<file path="src/rtl/score_keeper_pkg.sv">
// Shared constants and types for the score path: score width, BCD layout, bird column,
// and conversion FSM states.
package score_keeper_pkg;

  localparam int unsigned SCORE_W = 10;
  localparam int unsigned BCD_DIG = 4;
  localparam logic [8:0]  PASS_X  = 9'd100;
  localparam int unsigned TICK_HZ = 50;
  localparam logic [8:0]  X_INIT  = 9'h1FF;

  typedef enum logic [1:0] {
    S_IDLE   = 2'd0,
    S_CONV   = 2'd1,
    S_COMMIT = 2'd2
  } conv_state_e;

  // Double-dabble correction applied to one BCD nibble before each shift.
  function automatic logic [3:0] dabble_adj(input logic [3:0] nib);
    return (nib >= 4'd5) ? nib + 4'd3 : nib;
  endfunction

endpackage

</file>
<file path="src/rtl/bin2bcd_seq.sv">
// Sequential double-dabble: start loads bin, then BIN_W cycles of adjust-and-shift.
// done is high during the cycle whose closing edge performs the final shift.
module bin2bcd_seq
  import score_keeper_pkg::*;
#(
  parameter int unsigned BIN_W  = SCORE_W,
  parameter int unsigned DIGITS = BCD_DIG
) (
  input  logic                  clk,
  input  logic                  rst,
  input  logic                  start,
  input  logic [BIN_W-1:0]      bin,
  output logic [4*DIGITS-1:0]   bcd,
  output logic                  done
);

  localparam int unsigned CNT_W = $clog2(BIN_W + 1);

  logic [BIN_W-1:0]    bin_q, bin_d;
  logic [4*DIGITS-1:0] bcd_q, bcd_d, bcd_adj;
  logic [CNT_W-1:0]    cnt_q, cnt_d;

  always_comb begin
    bcd_adj = bcd_q;
    for (int unsigned i = 0; i < DIGITS; i++) begin
      bcd_adj[4*i +: 4] = dabble_adj(bcd_q[4*i +: 4]);
    end
    bin_d = bin_q;
    bcd_d = bcd_q;
    cnt_d = cnt_q;
    if (start) begin
      bin_d = bin;
      bcd_d = '0;
      cnt_d = CNT_W'(BIN_W);
    end else if (cnt_q != '0) begin
      bcd_d = {bcd_adj[4*DIGITS-2:0], bin_q[BIN_W-1]};
      bin_d = bin_q << 1;
      cnt_d = cnt_q - CNT_W'(1);
    end
  end

  always_ff @(posedge clk) begin
    if (rst) begin
      bin_q <= '0;
      bcd_q <= '0;
      cnt_q <= '0;
    end else begin
      bin_q <= bin_d;
      bcd_q <= bcd_d;
      cnt_q <= cnt_d;
    end
  end

  assign bcd  = bcd_q;
  assign done = (cnt_q == CNT_W'(1)) && !start;

endmodule

</file>
<file path="src/rtl/score_keeper.sv">
// Counts pillar crossings, tracks the high score, and publishes both as packed BCD
// through a snapshot/convert/commit FSM so the display never sees a partial value.
module score_keeper
  import score_keeper_pkg::*;
(
  input  logic                   clk,
  input  logic                   rst,
  input  logic                   tick,
  input  logic                   game_active,
  input  logic                   lost,
  input  logic [8:0]             pillar1,
  input  logic [8:0]             pillar2,
  output logic [SCORE_W-1:0]     score,
  output logic [SCORE_W-1:0]     high_score,
  output logic [4*BCD_DIG-1:0]   score_bcd,
  output logic [4*BCD_DIG-1:0]   high_bcd,
  output logic                   bcd_valid,
  output logic                   new_high
);

  localparam int unsigned SUM_W = SCORE_W + 1;

  logic                 ga_q, lost_q;
  logic [8:0]           prev1_q, prev1_d, prev2_q, prev2_d;
  logic [SCORE_W-1:0]   score_q, score_d, high_q, high_d;
  logic                 new_high_q, new_high_d;
  logic [SCORE_W-1:0]   score_last_q, high_last_q;

  logic                 round_start, lost_rise, play, cross1, cross2;
  logic [1:0]           inc;
  logic [SUM_W-1:0]     sum;

  conv_state_e          state_q, state_d;
  logic                 pending_q, pending_d;
  logic                 bcd_valid_q, bcd_valid_d;
  logic [4*BCD_DIG-1:0] score_bcd_q, score_bcd_d, high_bcd_q, high_bcd_d;
  logic                 chg, conv_start, score_done, high_done, conv_done;
  logic [4*BCD_DIG-1:0] score_conv, high_conv;

  always_comb begin
    round_start = game_active & ~ga_q;
    lost_rise   = lost & ~lost_q;
    play        = tick & game_active & ~lost;
    cross1      = (prev1_q > PASS_X) && (pillar1 <= PASS_X);
    cross2      = (prev2_q > PASS_X) && (pillar2 <= PASS_X);
    inc         = play ? ({1'b0, cross1} + {1'b0, cross2}) : 2'd0;
    sum         = {1'b0, score_q} + SUM_W'(inc);

    score_d    = score_q;
    high_d     = high_q;
    new_high_d = new_high_q;
    prev1_d    = prev1_q;
    prev2_d    = prev2_q;

    if (round_start) begin
      score_d    = '0;
      new_high_d = 1'b0;
    end else begin
      score_d = sum[SCORE_W] ? '1 : sum[SCORE_W-1:0];
      if (lost_rise && (score_q > high_q)) begin
        high_d     = score_q;
        new_high_d = 1'b1;
      end
    end

    if (tick) begin
      prev1_d = pillar1;
      prev2_d = pillar2;
    end
  end

  always_ff @(posedge clk) begin
    if (rst) begin
      ga_q         <= 1'b0;
      lost_q       <= 1'b0;
      prev1_q      <= X_INIT;
      prev2_q      <= X_INIT;
      score_q      <= '0;
      high_q       <= '0;
      new_high_q   <= 1'b0;
      score_last_q <= '0;
      high_last_q  <= '0;
    end else begin
      ga_q         <= game_active;
      lost_q       <= lost;
      prev1_q      <= prev1_d;
      prev2_q      <= prev2_d;
      score_q      <= score_d;
      high_q       <= high_d;
      new_high_q   <= new_high_d;
      score_last_q <= score_q;
      high_last_q  <= high_q;
    end
  end

  // chg flags any edge that altered either binary value; pending remembers one seen mid-conversion.
  assign chg       = (score_q != score_last_q) || (high_q != high_last_q);
  assign conv_done = score_done & high_done;

  always_comb begin
    state_d     = state_q;
    pending_d   = pending_q;
    bcd_valid_d = bcd_valid_q;
    score_bcd_d = score_bcd_q;
    high_bcd_d  = high_bcd_q;
    conv_start  = 1'b0;
    case (state_q)
      S_IDLE: begin
        if (chg || pending_q) begin
          conv_start  = 1'b1;
          pending_d   = 1'b0;
          bcd_valid_d = 1'b0;
          state_d     = S_CONV;
        end
      end
      S_CONV: begin
        if (chg) pending_d = 1'b1;
        if (conv_done) state_d = S_COMMIT;
      end
      S_COMMIT: begin
        state_d = S_IDLE;
        if (chg || pending_q) begin
          pending_d = 1'b1;
        end else begin
          score_bcd_d = score_conv;
          high_bcd_d  = high_conv;
          bcd_valid_d = 1'b1;
        end
      end
      default: state_d = S_IDLE;
    endcase
  end

  always_ff @(posedge clk) begin
    if (rst) begin
      state_q     <= S_IDLE;
      pending_q   <= 1'b0;
      bcd_valid_q <= 1'b1;
      score_bcd_q <= '0;
      high_bcd_q  <= '0;
    end else begin
      state_q     <= state_d;
      pending_q   <= pending_d;
      bcd_valid_q <= bcd_valid_d;
      score_bcd_q <= score_bcd_d;
      high_bcd_q  <= high_bcd_d;
    end
  end

  bin2bcd_seq #(
    .BIN_W  (SCORE_W),
    .DIGITS (BCD_DIG)
  ) u_score_conv (
    .clk   (clk),
    .rst   (rst),
    .start (conv_start),
    .bin   (score_q),
    .bcd   (score_conv),
    .done  (score_done)
  );

  bin2bcd_seq #(
    .BIN_W  (SCORE_W),
    .DIGITS (BCD_DIG)
  ) u_high_conv (
    .clk   (clk),
    .rst   (rst),
    .start (conv_start),
    .bin   (high_q),
    .bcd   (high_conv),
    .done  (high_done)
  );

  assign score      = score_q;
  assign high_score = high_q;
  assign new_high   = new_high_q;
  assign score_bcd  = score_bcd_q;
  assign high_bcd   = high_bcd_q;
  assign bcd_valid  = bcd_valid_q & ~chg & ~pending_q;

endmodule

</file>
<file path="config.mk">
export PLATFORM = sky130hd
export DESIGN_NAME = score_keeper
export DESIGN_NICKNAME = d
export VERILOG_FILES = /design/src/rtl/score_keeper_pkg.sv /design/src/rtl/bin2bcd_seq.sv /design/src/rtl/score_keeper.sv
export SDC_FILE = /design/constraint.sdc
export NUM_CORES = 1
export LEC_CHECK = 0
export ABC_AREA = 1
export BUFFER_PORTS_ARGS = -buffer_cell sky130_fd_sc_hd__buf_4
export CAP_MARGIN = 20
export CORE_AREA = 3 3 157 159
export DETAILED_ROUTE_END_ITERATION = 8
export DIE_AREA = 0 0 160 162
export PLACE_DENSITY = 0.55
export SLEW_MARGIN = 20
export SYNTH_ARGS = -nofsm -noshare
export SYNTH_HDL_FRONTEND = slang
export SYNTH_SLANG_ARGS = --single-unit
</file>
<file path="constraint.sdc">
create_clock -name clk -period 3.37 [get_ports clk]
set_clock_uncertainty 0.15 [all_clocks]
set_input_delay 0 -clock clk [delete_from_list [all_inputs] [get_ports clk]]
set_output_delay 0 -clock clk [all_outputs]
set_load 0.03 [all_outputs]
</file>
==> impl_results.md <==
* Outcome: completed
* Kind of critical path: reg2reg
* # diodes at 0
* Sequential cell area fraction in the yosys report at 45.20%
* Worst Hold Class: in2reg
* Die footprint at 25920 um^2
* Setup TNS at 0 ns
* DRC Markers at 0
* Post-DRT Antenna Nets at 0
* Synth Flop Type: dfxtp_1
* Total wire length at 17750 um
* CTS tree: built
* Area Overhead vs Synth at 29.71%
* Maximum VDD drop at 0.3870 mV
* Fin nets at 1090
* Num rows at 56
* Post-synth top area share at 45.20%
* YS warnings at 0
* Final setup vio count at 0
* Pleak at 3.793 nW
* Mapped Nets at 964
* Post-synth top cells: nand2_1 (178), dfxtp_1 (157), nor2_1 (97)
* Largest area contributor in the netlist: dfxtp_1
* Initial antenna violation count at 0
* TritonCTS Sinks at 157
* CTS Buf Count at 17
* Remaining Overflow, GRT at 0
* Number of global-route vias before repair at 5804
* Max clock buf depth at 2
* Final Cycle Share at 89.60%
* Post-Syn Area at 6953 um^2
* Syn Inst Count at 906
* H-tree depth at 4
* Mapped Avg Cell Area at 7.674 um^2
* Final GP Congestion at 0.8024
* Worst-path clk slew at 0.07 ns
* Starting Density at 29.71%
* Top Ports at 77
* Die X at 160 um
* CP Max Fanout at 4
* Synth top area cells: dfxtp_1 (45%), nand2_1 (9.6%), a21oi_1 (6.6%), ha_1 (6.1%), o21ai_0 (5.6%)
* Wire per inst at 13.02 um
* Proportion of layout cells with a drive suffix above 1 at 13.68%
* Final hold vios at 0
* Max Cap Violations at 0
* Synthesis-stage register bit count at 157
* First-pass GRT wire length at 29550 um
* GR Util All Layers at 13.87%
* Yosys cell types at 37
* Initial DRC Count at 286
* Drt pass-1 iters at 5
* Buffers on Ports at 76
* Crit path launch type: register
* Max_slew headroom at 47.88%
* Avg Vias per Cell at 4.515
* Number of flops mapped to enable cells by yosys at 0
* WP data required at 3.54 ns
* RSZ-0062 raised after global routing: no
* PwrDens at 769.2 nW/um^2
* Largest net degree at the start of global routing at 51
* Vias at 6159
* Max-slew violation count at 0
* Final worst setup slack at 0.3505 ns
* Die Ht at 162 um
* Pre-CTS WS at 0.3063 ns
* Worst setup EP type: register
* Worst endpoint data arrival time at 3.19 ns
* Fmax at 0.3312 GHz
* Cell with the most instances after synthesis: nand2_1
* Ys async rst share at 0%
* Clock Tree Root: clkbuf_16
* Post-DP HPWL at 11700 um
* Clk_lat worst skew at 0.42 ns
* Worst slew pin tran at 0.7809 ns
* Core area at 23400 um^2
* Minimum clock period at 3.020 ns
[worst max-delay path, stage by stage (launching register included)]
cell and delay, ns:
dfxtp_1 0.32, o21ai_0 0.19, nand2_1 0.09, a311oi_2 0.22, nor4_1 0.09, ha_1 0.29
inv_1 0.05, nor2_1 0.05, ha_1 0.21, fa_1 0.41, nand2_1 0.10, nor2_1 0.05
nand3_1 0.16, nor2_4 0.06, nand2_1 0.14, inv_1 0.10, o21ai_0 0.17, inv_1 0.06
[layer usage]
| metal | part of all wire, % | track usage [%] | vias up |
|---|---|---|---|
| met5 | 0 | 0 | - |
| met4 | 1.1 | 4.024 | 0 |
| met2 | 44 | 22.14 | 110 |
| li1 | - | - | 3214 |
| met1 | 51 | 18.82 | 2817 |
| met3 | 4.0 | 3.213 | 18 |
[per-stage QoR]
step / util (%) / hold WS [ns] / power [mW] / instance area, um^2 / std cells
after floorplan: - / -0.02952 / 4.354 / 6953 / 906
after global placement: 33.42 / 0.07238 / 4.969 / 7820 / 1273
after detailed placement: 33.42 / 0.07556 / 5.002 / 7820 / 1273
after CTS: 38.48 / 0.2288 / 7.011 / 9005 / 1364
after global routing: 38.54 / 0.3083 / 7.466 / 9019 / 1364
final: 38.54 / 0.2297 / 6.937 / 9019 / 1364
[power by group]
part / internal, mW / switching (mW)
Combinational: 0.898 / 1.76
Clock: 1.13 / 0.808
Sequential: 2.14 / 0.195
[state kept, by name, summed over array words and instances (netlist names)]
| register | flops |
|---|---|
| ga_q | 1 |
| u_score_conv.bcd | 16 |
| new_high | 1 |
| prev2_q | 9 |
| high_score | 10 |
| u_high_conv.bin_q | 10 |
| prev1_q | 9 |
| pending_q | 1 |
| lost_q | 1 |
| high_last_q | 10 |
| state_q | 2 |
| bcd_valid_q | 1 |
| u_high_conv.bcd | 16 |
| score | 10 |
| u_score_conv.cnt_q | 4 |
| u_high_conv.cnt_q | 4 |
| u_score_conv.bin_q | 10 |
| high_bcd | 16 |
| score_last_q | 10 |
| score_bcd | 16 |
[layout by cell type (no fill, tap or decap), drive strengths merged, types with 3 or more instances in the layout]
cell         count
clkbuf          20
nand4            6
dlygate4sd3     59
clkinvlp         5
nor2            99
a21oi           93
ha              34
o21ai           78
inv             94
nand2          182
a211oi          19
nor4             3
nand3           49
buf             84
clkinv           6
xnor2           10
dfxtp          157
or2              3
nor3             3
xor2            14
o21a            17
[layout make-up]
class                   count  area, um^2
clock buffers              20       456.7
clock inverters            12       137.6
repair buffers            143        1234
fillers                  2448       14380
multi-input cells         618        3291
well taps                 319       399.1
inverters                  95       357.8
flip-flops and latches    157        3143
[timing repair]
action	CTS	global route
hold endpoints to repair	29	0
hold buffers	59	0
setup endpoints to repair	0	4
setup buffers	0	0
gates resized for setup	0	3
[cells by family (layout without fill, tap and decap cells)]
family | after synthesis | count (layout) | share of synthesized area, %
and+or+nand+nor | 346 | 346 | 20.60
adders and majority gates | 35 | 35 | 6.406
DFF | 157 | 157 | 45.20
AOI/OAI and AO/OA | 213 | 213 | 17.06
xor gates and xnor gates | 24 | 24 | 3.023
buffers and inverters | 131 | 270 | 7.702
[path summary, 6_finish.rpt]
kind | startpoint | to | slack (ns) | cells after the start
min reg2reg | u_score_conv.cnt_q[0] | u_score_conv.cnt_q[0] | 0.31 | 1
min | tick | score[0] | 0.23 | 5
max reg2reg | prev1_q[1] | score[7] | 0.35 | 17
max | prev1_q[1] | score[7] | 0.35 | 17
(Power assumes the default switching activity.)
